File: src/rtl/safecrack_pkg.sv
// Shared constants, arbiter state type and helpers for the safe controller input front end.
package safecrack_pkg;

  localparam int unsigned DEFAULT_DEBOUNCE_CYCLES = 1_000_000;
  localparam int unsigned CLK_FREQ                = 50_000_000;

  localparam logic BTN_IDLE     = 1'b1;
  localparam logic CONFIRM_IDLE = 1'b0;

  typedef enum logic {P_IDLE, P_HELD} press_state_t;

  function automatic logic [2:0] count_falls(input logic [3:0] fall);
    return 3'(fall[0]) + 3'(fall[1]) + 3'(fall[2]) + 3'(fall[3]);
  endfunction

endpackage

File: src/rtl/debounce_cell.sv
// One input channel: 2-flop synchroniser, stability counter and clean level register.
module debounce_cell
  import safecrack_pkg::*;
#(
  parameter int unsigned DEBOUNCE_CYCLES = DEFAULT_DEBOUNCE_CYCLES,
  parameter int unsigned CNT_W           = $clog2(DEBOUNCE_CYCLES),
  parameter logic        IDLE_LEVEL      = BTN_IDLE
) (
  input  logic i_clk,
  input  logic i_rst,
  input  logic i_raw,
  output logic o_clean,
  output logic o_fall
);

  logic             r_s1;
  logic             r_s2;
  logic             r_clean;
  logic [CNT_W-1:0] r_cnt;
  logic             w_expire;

  assign w_expire = (r_s2 != r_clean) && (r_cnt == CNT_W'(DEBOUNCE_CYCLES - 1));

  always_ff @(posedge i_clk or posedge i_rst) begin
    if (i_rst) begin
      r_s1    <= IDLE_LEVEL;
      r_s2    <= IDLE_LEVEL;
      r_clean <= IDLE_LEVEL;
      r_cnt   <= '0;
    end else begin
      r_s1 <= i_raw;
      r_s2 <= r_s1;
      if (r_s2 == r_clean) begin
        r_cnt <= '0;
      end else if (w_expire) begin
        r_clean <= r_s2;
        r_cnt   <= '0;
      end else begin
        r_cnt <= r_cnt + CNT_W'(1);
      end
    end
  end

  assign o_clean = r_clean;
  // Combinational so the arbiter registers its pulse on the same edge the clean level falls.
  assign o_fall  = w_expire & r_clean;

endmodule

File: src/rtl/safecrack_input_conditioner.sv
// Debounces KEY0-3 and SW1 and arbitrates button presses into a one-hot pulse or a reject strobe.
module safecrack_input_conditioner
  import safecrack_pkg::*;
#(
  parameter int unsigned DEBOUNCE_CYCLES = DEFAULT_DEBOUNCE_CYCLES,
  parameter int unsigned CNT_W           = $clog2(DEBOUNCE_CYCLES)
) (
  input  logic       i_clk,
  input  logic       i_rst,
  input  logic [3:0] i_btn_n_raw,
  input  logic       i_confirm_raw,
  output logic [3:0] o_btn_n_clean,
  output logic       o_confirm_clean,
  output logic [3:0] o_press_pulse,
  output logic       o_press_reject
);

  logic [3:0]   w_btn_clean;
  logic [3:0]   w_btn_fall;
  logic         w_confirm_clean;
  logic         w_unused_confirm_fall;
  logic         w_all_up;
  logic [2:0]   w_nfall;
  press_state_t r_state;
  logic [3:0]   r_pulse;
  logic         r_reject;

  for (genvar g = 0; g < 4; g++) begin : g_btn
    debounce_cell #(
      .DEBOUNCE_CYCLES(DEBOUNCE_CYCLES),
      .CNT_W          (CNT_W),
      .IDLE_LEVEL     (BTN_IDLE)
    ) u_btn (
      .i_clk  (i_clk),
      .i_rst  (i_rst),
      .i_raw  (i_btn_n_raw[g]),
      .o_clean(w_btn_clean[g]),
      .o_fall (w_btn_fall[g])
    );
  end

  debounce_cell #(
    .DEBOUNCE_CYCLES(DEBOUNCE_CYCLES),
    .CNT_W          (CNT_W),
    .IDLE_LEVEL     (CONFIRM_IDLE)
  ) u_confirm (
    .i_clk  (i_clk),
    .i_rst  (i_rst),
    .i_raw  (i_confirm_raw),
    .o_clean(w_confirm_clean),
    .o_fall (w_unused_confirm_fall)
  );

  assign w_all_up = &w_btn_clean;
  assign w_nfall  = count_falls(w_btn_fall);

  // Once every button reads released, falls are judged as fresh presses even before leaving P_HELD.
  always_ff @(posedge i_clk or posedge i_rst) begin
    if (i_rst) begin
      r_state  <= P_IDLE;
      r_pulse  <= '0;
      r_reject <= 1'b0;
    end else begin
      r_pulse  <= '0;
      r_reject <= 1'b0;
      if (r_state == P_IDLE || w_all_up) begin
        if (w_nfall == 3'd1) begin
          r_pulse <= w_btn_fall;
          r_state <= P_HELD;
        end else if (w_nfall > 3'd1) begin
          r_reject <= 1'b1;
          r_state  <= P_HELD;
        end else begin
          r_state <= P_IDLE;
        end
      end else begin
        r_reject <= |w_btn_fall;
        r_state  <= P_HELD;
      end
    end
  end

  assign o_btn_n_clean   = w_btn_clean;
  assign o_confirm_clean = w_confirm_clean;
  assign o_press_pulse   = r_pulse;
  assign o_press_reject  = r_reject;

endmodule

File: config.mk
export PLATFORM = sky130hd
export DESIGN_NAME = safecrack_input_conditioner
export DESIGN_NICKNAME = d
export VERILOG_FILES = /design/src/rtl/safecrack_pkg.sv /design/src/rtl/debounce_cell.sv /design/src/rtl/safecrack_input_conditioner.sv
export SDC_FILE = /design/constraint.sdc
export NUM_CORES = 1
export LEC_CHECK = 0
export CAP_MARGIN = 20
export CORE_MARGIN = 2
export CORE_UTILIZATION = 62
export CTS_CLUSTER_SIZE = 28
export DETAILED_ROUTE_END_ITERATION = 8
export MAX_ROUTING_LAYER = met4
export PLACE_DENSITY = 0.8
export SYNTH_ARGS = -nofsm -noshare
export SYNTH_HDL_FRONTEND = slang
export SYNTH_SLANG_ARGS = --single-unit
File: constraint.sdc
create_clock -name i_clk -period 5.3 [get_ports i_clk]
set_input_delay 0.795 -clock i_clk [delete_from_list [all_inputs] [get_ports i_clk]]
set_output_delay 0.795 -clock i_clk [all_outputs]
set_load 0.05 [all_outputs]
==> results by group <==
Final layout
  – Synth-to-Final Area Change: 14.64%
  – Fin nets: 636
  – Final core occ: 0.7376
  – Share of layout cells above drive strength 1: 0.1094
  – Post-Layout Inst Area: 6848 um^2
  – Ant. Diodes: 0

Placement
  – Dpl ws: 1683 ps
  – Port bufs: 16
  – Final GP Congestion: 0.8873
  – Area after DPL: 6243 um^2
  – HPWL after detailed placement: 7442 um

STA
  – TNS Setup: 0 ps
  – Fmax: 271.2 MHz
  – Final period util: 0.6957
  – Worst slew pin tran: 987.2 ps
  – Setup ws final: 1613 ps
  – Worst Clk Skew: 5.497 ps
  – Unrepaired setup endpoints after global routing: false
  – Relative slew margins: 0.3396
  – Max Transition Viols Final: 0
  – # setup viols final: 0
  – Crit path time final: 3687 ps
  – Final hold violation count: 0

Yosys
  – Warnings from Yosys: 0
  – Post-Syn Instances: 596
  – Mean Syn Cell Area: 10.02 um^2
  – Syn_nets: 614
  – Top cells by count, synth: 109 x dfrtp_1, 99 x nor2_1, 54 x xnor2_1
  – Yosys reg bits: 121
  – Async SR Flop Fraction: 1.000
  – Dominant synthesized flop cell: dfrtp_1
  – Count leader, synth: dfrtp_1
  – Mapped cell area: 5973 um^2
  – Distinct cells, synth: 52
  – Synth top area share: 0.4566
  – Top post-synthesis cells by area: dfrtp_1 46%, xnor2_1 7.9%, nor2_1 6.2%
  – Sequential-to-total area share from yosys stat: 0.5094
  – Largest area contributor in the netlist: dfrtp_1
  – EDFF count, synth: 0

Clocking
  – Sink Count: 121
  – CTS buffer count: 17
  – Worst-path clk slew: 60 ps
  – TritonCTS clock tree: yes
  – Post-CTS Setup Inserts: 0
  – CTS H-Tree Depth: 4
  – Clock Path Buffers: 2
  – Resized Gates After CTS: 0
  – Cts hold-fix bufs: 0
  – Worst skew pair latency: 520 ps
  – Root Buffer: clkbuf_8

Floorplanning
  – Num rows: 35
  – # IOs: 17
  – Die H: 102.2 um
  – Chip Width: 102.2 um
  – Initial Util: 0.6434
  – Core area: 9284 um^2
  – Die area: 10,440 um^2

Flow run
  – Max Cap Viol: 0

Critical path
  – CP Max Fanout: 8
  – Worst EP arrival: 4150 ps
  – Critical path class: reg2reg
  – Setup crit end kind: flop
  – Type of origin of the critical path: flop
  – CP Data Required Time: 5760 ps

GRT
  – Overflow after GRT: 0
  – Vias in the first global route: 4,353
  – Pin count of the biggest net entering global routing: 81
  – First-pass GRT wire length: 19,920 um
  – Total GRT Usage: 0.2527
  – Initial antenna violation count: 0

Pwr
  – Leakage: 2.696 nW
  – Cell Pwr Density: 315.8 nW/um^2
  – P_int: 1.700 mW
  – Logic pwr share: 0.026
  – Sw Pwr: 0.4627 mW
  – Total power: 2.162 mW
  – Clock power share: 0.534
  – VDD IR-drop max: 0.2640 mV
  – Flop pwr share: 0.441
  – Sw Ratio: 0.2140

Drt
  – Residual DRC: 0
  – WL final: 11,380 um
  – Iter 0 DRT Violations: 145
  – Drt first pass iters: 4
  – Via count: 4,447
  – Avg Vias per Cell: 5.851
  – WL per Instance: 14.97 um
  – Post-route ant nets: 0

Run status
  – Outcome: completed

Min path
  – Hold WC Path Type: reg2reg
state kept, by name, indices dropped and copies added, names as in the netlist:
signal and cells:
g_btn.u_btn.o_clean 4, g_btn.u_btn.r_cnt 80, o_press_pulse 4, o_press_reject 1
u_confirm.r_s1 1, g_btn.u_btn.r_s2 4, g_btn.u_btn.r_s1 4, u_confirm.o_clean 1
r_state 1, u_confirm.r_s2 1, u_confirm.r_cnt 20
metrics by stage:
step	hold slack (ps)	std cells
2_1_floorplan	331.2	596
3_3_place_gp	332.3	727
3_5_place_dp	347.1	727
4_1_cts	358.4	759
5_1_grt	359.0	760
6_report	354.4	760
power groups by stage:
| stage | Sequential [mW] | Clock, mW | Combinational [mW] |
|---|---|---|---|
| after global routing | 0.954 | 1.22 | 0.0655 |
| after CTS | 0.953 | 1.17 | 0.0572 |
| final | 0.953 | 1.15 | 0.0559 |
| after global placement | 0.967 | 0 | 0.0546 |
| after detailed placement | 0.969 | 0 | 0.0568 |
| after floorplan | 0.966 | 0 | 0.0404 |
layout by cell type (no fill, tap or decap), types with 19 or more instances in the layout:
cell type / n
nor3_1: 19
nand3_1: 31
nor2_1: 99
dfrtp_1: 109
nand2_1: 31
a21oi_1: 20
xnor2_1: 54
nor4_1: 23
nand4_1: 23
inv_1: 21
cells by family (layout without fill, tap and decap cells):
group,count (synthesis),after routing,share of synthesized area
multiplexers,6,6,0.01110
buffers and inverters,40,75,0.02911
AO/OA/AOI/OAI,50,50,0.05509
XOR/XNOR,72,72,0.1056
flip-flops,121,121,0.5094
AND/OR/NAND/NOR,296,296,0.2654
adder cells (fa/ha/maj),11,11,0.02430
critical path, cell delays in order (launching register included):
cell     delay, ps
dfrtp_1        400
ha_1           260
nand3_4        140
or4_4          550
or4b_4         560
fa_1           510
inv_1           40
ha_1           200
inv_1          100
ha_1           240
nor3b_1        300
and2_1         180
and3_1         150
area by class of cell:
| type | instances | area, um^2 |
|---|---|---|
| fill | 676 | 2436 |
| timing repair buffer | 21 | 197.7 |
| tap | 129 | 161.4 |
| multi-input combinational | 435 | 2764 |
| clock buffer | 22 | 452.9 |
| clock inverter | 10 | 143.9 |
| inverter | 22 | 85.08 |
| sequential | 121 | 3043 |
metal layers:
metal / GRT usage / wire (um) / vias up
li1: - / - / 2150
met1: 0.3229 / 5077 / 2203
met2: 0.3968 / 5733 / 77
met3: 0.06498 / 408 / 17
met4: 0.08513 / 157 / 0
met5: - / 0 / -
final timing paths:
kind	start	to	slack (ps)	depth (start not counted)
worst min-delay path	u_confirm.r_s1$_DFF_PP0_	u_confirm.r_s2$_DFF_PP0_	350	0
worst max register to register	g_btn[3].u_btn.r_cnt[0]$_DFF_PP0_	o_press_pulse[1]$_DFF_PP0_	1610	12
worst max-delay path	g_btn[3].u_btn.r_cnt[0]$_DFF_PP0_	o_press_pulse[1]$_DFF_PP0_	1610	12
min in group asynchronous	i_rst	u_confirm.r_cnt[7]$_DFF_PP0_	830	2
worst min register to register	u_confirm.r_s1$_DFF_PP0_	u_confirm.r_s2$_DFF_PP0_	350	0
max in group asynchronous	i_rst	g_btn[2].u_btn.r_s1$_DFF_PP1_	3380	3
No activity file was read; power rests on OpenSTA's default activity.
==> edit, RTL diff (same flow settings) <==
The package constant `DEFAULT_DEBOUNCE_CYCLES` goes from 1_000_000 to 500_000.
--- a/src/rtl/safecrack_pkg.sv
+++ b/src/rtl/safecrack_pkg.sv
@@ -3,3 +3,3 @@
 
-  localparam int unsigned DEFAULT_DEBOUNCE_CYCLES = 1_000_000;
+  localparam int unsigned DEFAULT_DEBOUNCE_CYCLES = 500_000;
   localparam int unsigned CLK_FREQ                = 50_000_000;
Formal check against the unedited RTL: no difference found for any inputs over 10 cycles, from zero or initial values and one cycle with i_rst high; that may be too few to reach the edited logic, so the function may still have changed.
==> edit against the original RTL <==
- worst setup slack gained 270 ps
- final cell count decreased by 5.8%
- critical path depth increased by 1
- die area shrank 4.3%
- wire length is 0.90% higher
- critical endpoint unchanged
- largest cell class unchanged
- via count shrank 1.8%
- total power down 6.0%
- sequential cell count down 5
- final area is 4.8% lower
- synthesized area shrank 4.4%
- highest routed layer unchanged
==> edit: results (changes against the original RTL) <==
| Metric | Value |
|---|---|
| Synth Instances | 570 (was 596) |
| M3 GR Usage | 7.38% (was 6.50%) |
| Met1 WL | 4980 microns (was 5080 microns) |
| Worst path max stage delay | 540 ps (was 560 ps) |
| Adder-Cell Fraction of Synth Area | 2.54% (was 2.43%) |
| Clk pwr | 1.06 mW (was 1.15 mW) |
| Placed cell count | 684 (was 727) |
| Mapped Nets | 588 (was 614) |
| Place WS | 2030 ps (was 1680 ps) |
| Met3 wire len | 533 microns (was 408 microns) |
| Crit-path slowest cell | or4b_1 (was or4b_4) |
| Sequential-to-total area share from yosys stat | 51.1% (was 50.9%) |
| RR Startpoint | g_btn[1].u_btn.r_cnt[15]$_DFF_PP0_ (was g_btn[3].u_btn.r_cnt[0]$_DFF_PP0_) |
| Crit-path max FO | 5 (was 8) |
| Inverters | 19 (was 22) |
| Met2 GRT Util | 42.6% (was 39.7%) |
| Post-Syn Area per Cell | 10.0 sq um (about the same) |
| Placed cell areas | 5960 sq um (was 6240 sq um) |
| Multi-In Gates | 418 (was 435) |
| Clk cell area share | 8.58% (was 8.72%) |
| Post-DR wirelength/cell | 16.0 microns (was 15.0 microns) |
| Status | finished, final reports clean (unchanged) |
| Clk network pwr share | 52.2% (was 53.4%) |
| Initial DRC Count | 202 (was 145) |
| Tcrit/Tclk final | 64.4% (was 69.6%) |
| Register area | 2920 sq um (was 3040 sq um) |
| Fin Hold WS | 343 ps (was 354 ps) |
| Final HPWL DP | 7510 microns (was 7440 microns) |
| Synth area leaders | dfrtp_1 (46%), xnor2_1 (6.1%), dfstp_2 (5.5%) (was dfrtp_1 (46%), xnor2_1 (7.9%), nor2_1 (6.2%)) |
-- edit: changes by cell type after synthesis, sizes merged, moves of 6 or more --
cell / delta
and3: -6
or4: +9
nor3: -8
xor2: +7
nor2: -21
xnor2: -14
o31ai: +8
-- edit: how the worst max path moves through the flow --
stage | endpoint | from | depth (start not counted)
2_1_floorplan | g_btn[0].u_btn.r_cnt[0]$_DFF_PP0_ | i_rst | 1
3_3_place_gp | o_press_pulse[1]$_DFF_PP0_ | g_btn[1].u_btn.r_cnt[15]$_DFF_PP0_ | 13
3_5_place_dp | o_press_pulse[0]$_DFF_PP0_ | g_btn[1].u_btn.r_cnt[16]$_DFF_PP0_ | 13
4_1_cts | o_press_pulse[1]$_DFF_PP0_ | g_btn[1].u_btn.r_cnt[15]$_DFF_PP0_ | 13
5_1_grt | o_press_pulse[1]$_DFF_PP0_ | g_btn[1].u_btn.r_cnt[15]$_DFF_PP0_ | 13
6_report | o_press_pulse[1]$_DFF_PP0_ | g_btn[1].u_btn.r_cnt[15]$_DFF_PP0_ | 13
